===== config.mk =====
export PLATFORM = sky130hd
export DESIGN_NAME = dm_port_arbiter
export DESIGN_NICKNAME = d
export VERILOG_FILES = /design/src/rtl/dm_port_arbiter.sv
export SDC_FILE = /design/constraint.sdc
export NUM_CORES = 1
export LEC_CHECK = 0
export BUFFER_PORTS_ARGS = -buffer_cell sky130_fd_sc_hd__buf_2
export CORE_UTILIZATION = 48
export DETAILED_ROUTE_END_ITERATION = 12
export PLACE_DENSITY = 0.86
export RECOVER_POWER = 25
export SLEW_MARGIN = 20
export SYNTH_ARGS = -nofsm -noshare
export SYNTH_HDL_FRONTEND = slang
export SYNTH_SLANG_ARGS = --single-unit

===== constraint.sdc =====
create_clock -name clk -period 2.3 [get_ports clk]
set_input_delay 0.46 -clock clk [delete_from_list [all_inputs] [get_ports clk]]
set_output_delay 0.46 -clock clk [all_outputs]
set_load 0.01 [all_outputs]

===== src/rtl/dm_port_arbiter.sv =====
// Two-port round-robin arbiter in front of the byte-addressed data memory.
// Each accepted request runs one DM access and returns a one-cycle response.
module dm_port_arbiter #(
   parameter int AW = 12,
   parameter int DW = 32
) (
   input  logic          clk,
   input  logic          reset,
   input  logic          req0_valid,
   output logic          req0_ready,
   input  logic          req0_we,
   input  logic [1:0]    req0_size,
   input  logic          req0_isu,
   input  logic [AW-1:0] req0_addr,
   input  logic [DW-1:0] req0_wdata,
   output logic          resp0_valid,
   output logic [DW-1:0] resp0_rdata,
   output logic          resp0_err,
   input  logic          req1_valid,
   output logic          req1_ready,
   input  logic          req1_we,
   input  logic [1:0]    req1_size,
   input  logic          req1_isu,
   input  logic [AW-1:0] req1_addr,
   input  logic [DW-1:0] req1_wdata,
   output logic          resp1_valid,
   output logic [DW-1:0] resp1_rdata,
   output logic          resp1_err,
   output logic          dm_we,
   output logic [1:0]    dm_memdst,
   output logic          dm_isu,
   output logic [AW-1:0] dm_addr,
   output logic [DW-1:0] dm_wdata,
   input  logic [DW-1:0] dm_rdata,
   output logic [7:0]    err_count
);

   typedef enum logic [1:0] {IDLE = 2'd0, ACCESS = 2'd1, RESP = 2'd2} state_t;

   state_t        state_q, state_d;
   logic          gnt_q, gnt_d;
   logic          last_grant_q, last_grant_d;
   logic          we_q, we_d;
   logic          isu_q, isu_d;
   logic          err_q, err_d;
   logic [1:0]    size_q, size_d;
   logic [AW-1:0] addr_q, addr_d;
   logic [DW-1:0] wdata_q, wdata_d;
   logic [DW-1:0] rdata_q, rdata_d;
   logic [7:0]    err_count_q, err_count_d;

   logic          any_valid, accept, sel, sel_err;
   logic [1:0]    sel_size;
   logic [AW-1:0] sel_addr;

   always_ff @(posedge clk) begin
      if (reset) state_q <= IDLE;
      else       state_q <= state_d;
   end

   always_comb begin
      state_d = state_q;
      case (state_q)
         IDLE:    if (any_valid) state_d = ACCESS;
         ACCESS:  state_d = RESP;
         RESP:    state_d = IDLE;
         default: state_d = IDLE;
      endcase
   end

   // A tie goes to the port that did not win the previous grant.
   always_comb begin
      any_valid = req0_valid | req1_valid;
      accept    = (state_q == IDLE) & any_valid;
      sel       = (req0_valid & req1_valid) ? ~last_grant_q : req1_valid;
      sel_size  = sel ? req1_size : req0_size;
      sel_addr  = sel ? req1_addr : req0_addr;
      sel_err   = (sel_size == 2'd2) |
                  ((sel_size == 2'd1) & sel_addr[0]) |
                  ((sel_size == 2'd3) & (sel_addr[1:0] != 2'b00));
   end

   always_comb begin
      gnt_d        = gnt_q;
      last_grant_d = last_grant_q;
      we_d         = we_q;
      isu_d        = isu_q;
      err_d        = err_q;
      size_d       = size_q;
      addr_d       = addr_q;
      wdata_d      = wdata_q;
      rdata_d      = rdata_q;
      err_count_d  = err_count_q;
      if (accept) begin
         gnt_d        = sel;
         last_grant_d = sel;
         we_d         = sel ? req1_we    : req0_we;
         isu_d        = sel ? req1_isu   : req0_isu;
         wdata_d      = sel ? req1_wdata : req0_wdata;
         size_d       = sel_size;
         addr_d       = sel_addr;
         err_d        = sel_err;
      end
      if (state_q == ACCESS) begin
         rdata_d = (we_q | err_q) ? '0 : dm_rdata;
         if (err_q && (err_count_q != 8'hFF)) err_count_d = err_count_q + 8'd1;
      end
   end

   always_ff @(posedge clk) begin
      if (reset) begin
         gnt_q        <= 1'b0;
         last_grant_q <= 1'b1;
         we_q         <= 1'b0;
         isu_q        <= 1'b0;
         err_q        <= 1'b0;
         size_q       <= '0;
         addr_q       <= '0;
         wdata_q      <= '0;
         rdata_q      <= '0;
         err_count_q  <= '0;
      end else begin
         gnt_q        <= gnt_d;
         last_grant_q <= last_grant_d;
         we_q         <= we_d;
         isu_q        <= isu_d;
         err_q        <= err_d;
         size_q       <= size_d;
         addr_q       <= addr_d;
         wdata_q      <= wdata_d;
         rdata_q      <= rdata_d;
         err_count_q  <= err_count_d;
      end
   end

   // Reset is folded into dm_we so a store abandoned mid-access never reaches the DM.
   always_comb begin
      req0_ready  = accept & ~sel;
      req1_ready  = accept & sel;
      dm_we       = 1'b0;
      dm_memdst   = '0;
      dm_isu      = 1'b0;
      dm_addr     = '0;
      dm_wdata    = '0;
      resp0_valid = 1'b0;
      resp0_rdata = '0;
      resp0_err   = 1'b0;
      resp1_valid = 1'b0;
      resp1_rdata = '0;
      resp1_err   = 1'b0;
      err_count   = err_count_q;
      if (state_q == ACCESS) begin
         dm_we     = we_q & ~err_q & ~reset;
         dm_memdst = size_q;
         dm_isu    = isu_q;
         dm_addr   = addr_q;
         dm_wdata  = wdata_q;
      end
      if (state_q == RESP) begin
         if (gnt_q) begin
            resp1_valid = 1'b1;
            resp1_rdata = rdata_q;
            resp1_err   = err_q;
         end else begin
            resp0_valid = 1'b1;
            resp0_rdata = rdata_q;
            resp0_err   = err_q;
         end
      end
   end

endmodule


# Word-level counts from Yosys, hierarchy flattened
# Cells that the tools add are included.
# totals
reg_bits,93
input_bits,132
output_inout_bits,126
word_cells,65
# op_classes
n_addsub,1
n_eq_ne,7
mux,26
bitwise,16
n_reduce_logical,4
# ops
operator,n
$mux 32,7
$mux 12,2
$mux 1,13
$add 8x1->8 const B,1
$and 1x1->1,8
$ne 8x8->1 const B,1
$eq 2x2->1 const B,3
$mux 2,3
$eq 2x1->1 const B,2
$not 1->1,4
$or 1x1->1,4
$pmux 2 s2,1
$logic_not 2->1,1
$ne 2x2->1 const B,1
$reduce_and 2->1,1
$reduce_bool 2->1,1
$logic_and 1x1->1,1

# Depth between registers and ports, before layout
# logic_depth
ltp_word,7
ltp_mapped,6
mapped_depth_nobuf,5

# Worst setup path after synthesis
# No wires, ideal clock.
# synth_path
path_type,input to output
start,in reset
end,out dm_we
arrival_ns,1.284
required_ns,1.840
path_slack_ns,0.556
cell_stages,3
path_buffers,2
path_cell_list,clkbuf_1 clkbuf_1 nor4b_1
# synth_between
elab_chain_cells,3
# synth_lines
item,line_no,source
start: declaration,8,"input logic reset,"
$not 1->1,153,dm_we = we_q & ~err_q & ~reset;
$and 1x1->1,153,
$mux 1,152,if (state_q == ACCESS) begin
end: declaration,29,"output logic dm_we,"
# No other way between the ends.

# Final worst setup path
# layout_path
start,reg state_q[0]
end,out req0_ready
# layout_between
elab_chain_cells,3
# layout_lines
item,line_no,source
start: declaration,40,"state_t state_q, state_d;"
start signal: assignment,58,else state_q <= state_d;
$logic_not 2->1,74,accept = (state_q == IDLE) & any_valid;
$and 1x1->1,74,
$and 1x1->1,138,req0_ready = accept & ~sel;
end: declaration,10,"output logic req0_ready,"
# No other way between the ends.

==> results.cfg <==
[cells_and_area]
drive_gt1_share_pct = 36.5
nFillCells = 798
fin_nets = 898
area_growth_pct = 33.0
layout.area.seq_um2 = 1860
fin_cells = 900
multiInputGateArea_um2 = 2540
post-route-cell-area_um2 = 6160

[global_route]
grt_pass1_vias = 4370
grt_antenna_before_repair = 1
grt_max_degree = 97
grt.total_usage_pct = 25.5
grt_pass1_wl_um = 20300
gr-total-overflow = 0

[power]
leakage_nw = 3.06
ir_drop_v = 0.000310
p_total_mw = 3.69
power.density_nw_per_um2 = 599

[critical_path]
end_kind = output pin
crit_slowest_cell = dfxtp_1
path_cells = nor2_1, o21ai_0, clkbuf_1, nor2_1, buf_2
cpPeakStageDelay_ps = 370
critical-path-top-cell-by-count = nor2_1
worstSetupPathType = reg2out
crit_fanout = 7
start_kind = register
arrival_ps = 1630
path_delay_family = simple AND/OR/NAND/NOR gates
crit_buf_inv = 2
cp.required_ps = 1840

[floorplan]
fp.dieH_um = 100
core.rowCount = 35
initial_core_util_pct = 49.9
fp.coreArea_um2 = 9280
die_w_um = 100
ios = 258
fp.dieArea_um2 = 10000

[clocking]
clock_path_buffers = 2
clock-sinks = 93
cts_tree = done
cts_post_setup_buffers_inserted = 0
cts_made_buffers = 9
cts-root-buf = clkbuf_8
postCtsHoldBufs = 0
cts_resized = 0
path_clk_slew_ps = 100
cts_max_level = 3
clkLatencyLatePin_ps = 350

[logic_synthesis]
synth_top_cell_area_share_pct = 40.2
synth_edf_count = 0
synth_area_um2 = 4630
synth_nets = 664
yosysTopAreaCell = dfxtp_1
synth_cell_types = 42
synth_area_per_cell_um2 = 8.72
syn_inst = 531
synth_seq_cells = 93
ys_seq_area_share_pct = 40.2
yosys-top-cells-area = dfxtp_1 (40%), and2_1 (15%), mux2i_1 (11%)
ys.flop_type = dfxtp_1
synthArstFlopShare_pct = 0
yosysWarnings = 0

[detailed_routing]
via_per_inst = 5.09
drc = 0
wl_per_cell_um = 14.3
first_pass_iters = 4
postRouteAntennaNets = 0
drt_iter0_drc = 76
vias = 4580
wirelength_um = 12900

[run_status]
status = finished clean

[placement]
dp.cells = 883
portBuffers = 257
placed_cell_area_um2 = 5980
gp_congestion = 0.798
dpl.hpwl_um = 9550

[job]
cap_violations = 0

[timing]
hold_viol_final = 0
rsz0062_at_grt = false
finalSetupTns_ps = 0
max_clock_freq_mhz = 478
clock_skew_ps = 10.6
post-route-period-util_pct = 91.0
min_period_ps = 2090
tightest_slew_ps = 895
setup_viol = 0
slew_headroom_pct = 40.3
slew_viol_final = 0

[worst_hold_path]
hp-class = in2reg
synth_stat cells (2+ instances only):
library cell  instances
nand2_1               9
a311oi_1              2
buf_2                15
xor2_1                2
buf_6                 7
clkbuf_1             21
nand3b_1              2
o21bai_1              2
nand3_1               3
a22oi_1              32
nor2b_1               2
mux2i_1              49
a211oi_1             47
nor3_1                3
dfxtp_1              93
nor2_1               98
a21oi_1               3
inv_1                 3
and2_1              113
buf_1                 3
layout make-up:
cell class	instances	area share (%)
diodes	1	0.0406
clock buffers	12	2.52
clock inverters	4	0.894
inverters	3	0.183
multi-input cells	389	41.2
flip-flops and latches	93	30.2
well taps	129	2.62
repair buffers	269	22.3
sequential cells by signal (all words and copies together), names as in the netlist:
name and count:
last_grant_q 1, addr_q 12, wdata_q 32, we_q 1, rdata_q 32, isu_q 1
size_q 2, err_q 1, err_count 8, gnt_q 1, state_q 2
cell usage in the layout (no fill, tap or decap), drive strengths merged, types with 3 or more instances in the layout:
cell    netlist  layout
buf          25     258
and2        113     113
nor2         98      98
dfxtp        93      93
mux2i        49      49
a211oi       48      48
a22oi        32      32
clkbuf       21      23
nand2         9       9
inv           3       4
nor3          4       4
nand3         3       3
a21oi         3       3
report_power, final:
part / switching (mW) / leakage [nW] / total [mW] / internal [mW]
logic: 0.399 / 2.19 / 0.722 / 0.323
registers: 0.0783 / 0.765 / 1.83 / 1.75
clock network: 0.572 / 0.103 / 1.14 / 0.569
total: 1.05 / 3.06 / 3.69 / 2.64
cells by family (layout without fill, tap and decap cells):
family / count (synthesis) / in the layout / share of synthesized area (%)
multiplexers: 51 / 51 / 11.1
flip-flops: 93 / 93 / 40.2
other: 0 / 1 / 0
AO/OA/AOI/OAI: 96 / 96 / 15.7
buffers and inverters: 49 / 288 / 5.51
XOR/XNOR: 2 / 2 / 0.378
AND/OR/NAND/NOR: 239 / 239 / 26.8
adder cells (fa/ha/maj): 1 / 1 / 0.270
routing by layer:
layer	global-route usage (%)	wire (um)
met5	0	0
met4	9.92	314
met3	5.92	935
met2	46.1	6440
met1	28.9	5220
per-stage QoR:
step	hold slack (ps)	utilization, %	setup WS, ps
floorplan	445	-	556
global placement	478	64.4	542
detailed placement	485	64.4	499
CTS	324	66.6	212
global route	342	66.3	53.1
finish	342	66.3	208
worst reg2reg max path: cells and delay by family (launching register included):
kind                   cells  cell delay, ps
buffers and inverters      1             690
AO/OA/AOI/OAI              2             470
AND/OR/NAND/NOR            2             410
flip-flops                 1             370
worst paths after layout:
| path | startpoint | to | slack, ps | depth (start not counted) |
|---|---|---|---|---|
| worst max-delay path | state_q[0] | req0_ready | 210 | 5 |
| worst min-delay path | dm_rdata[6] | rdata_q[6] | 340 | 3 |
| worst max register to register | state_q[0] | wdata_q[9] | 260 | 5 |
| worst min register to register | gnt_q | gnt_q | 490 | 2 |
(Power assumes the default switching activity.)
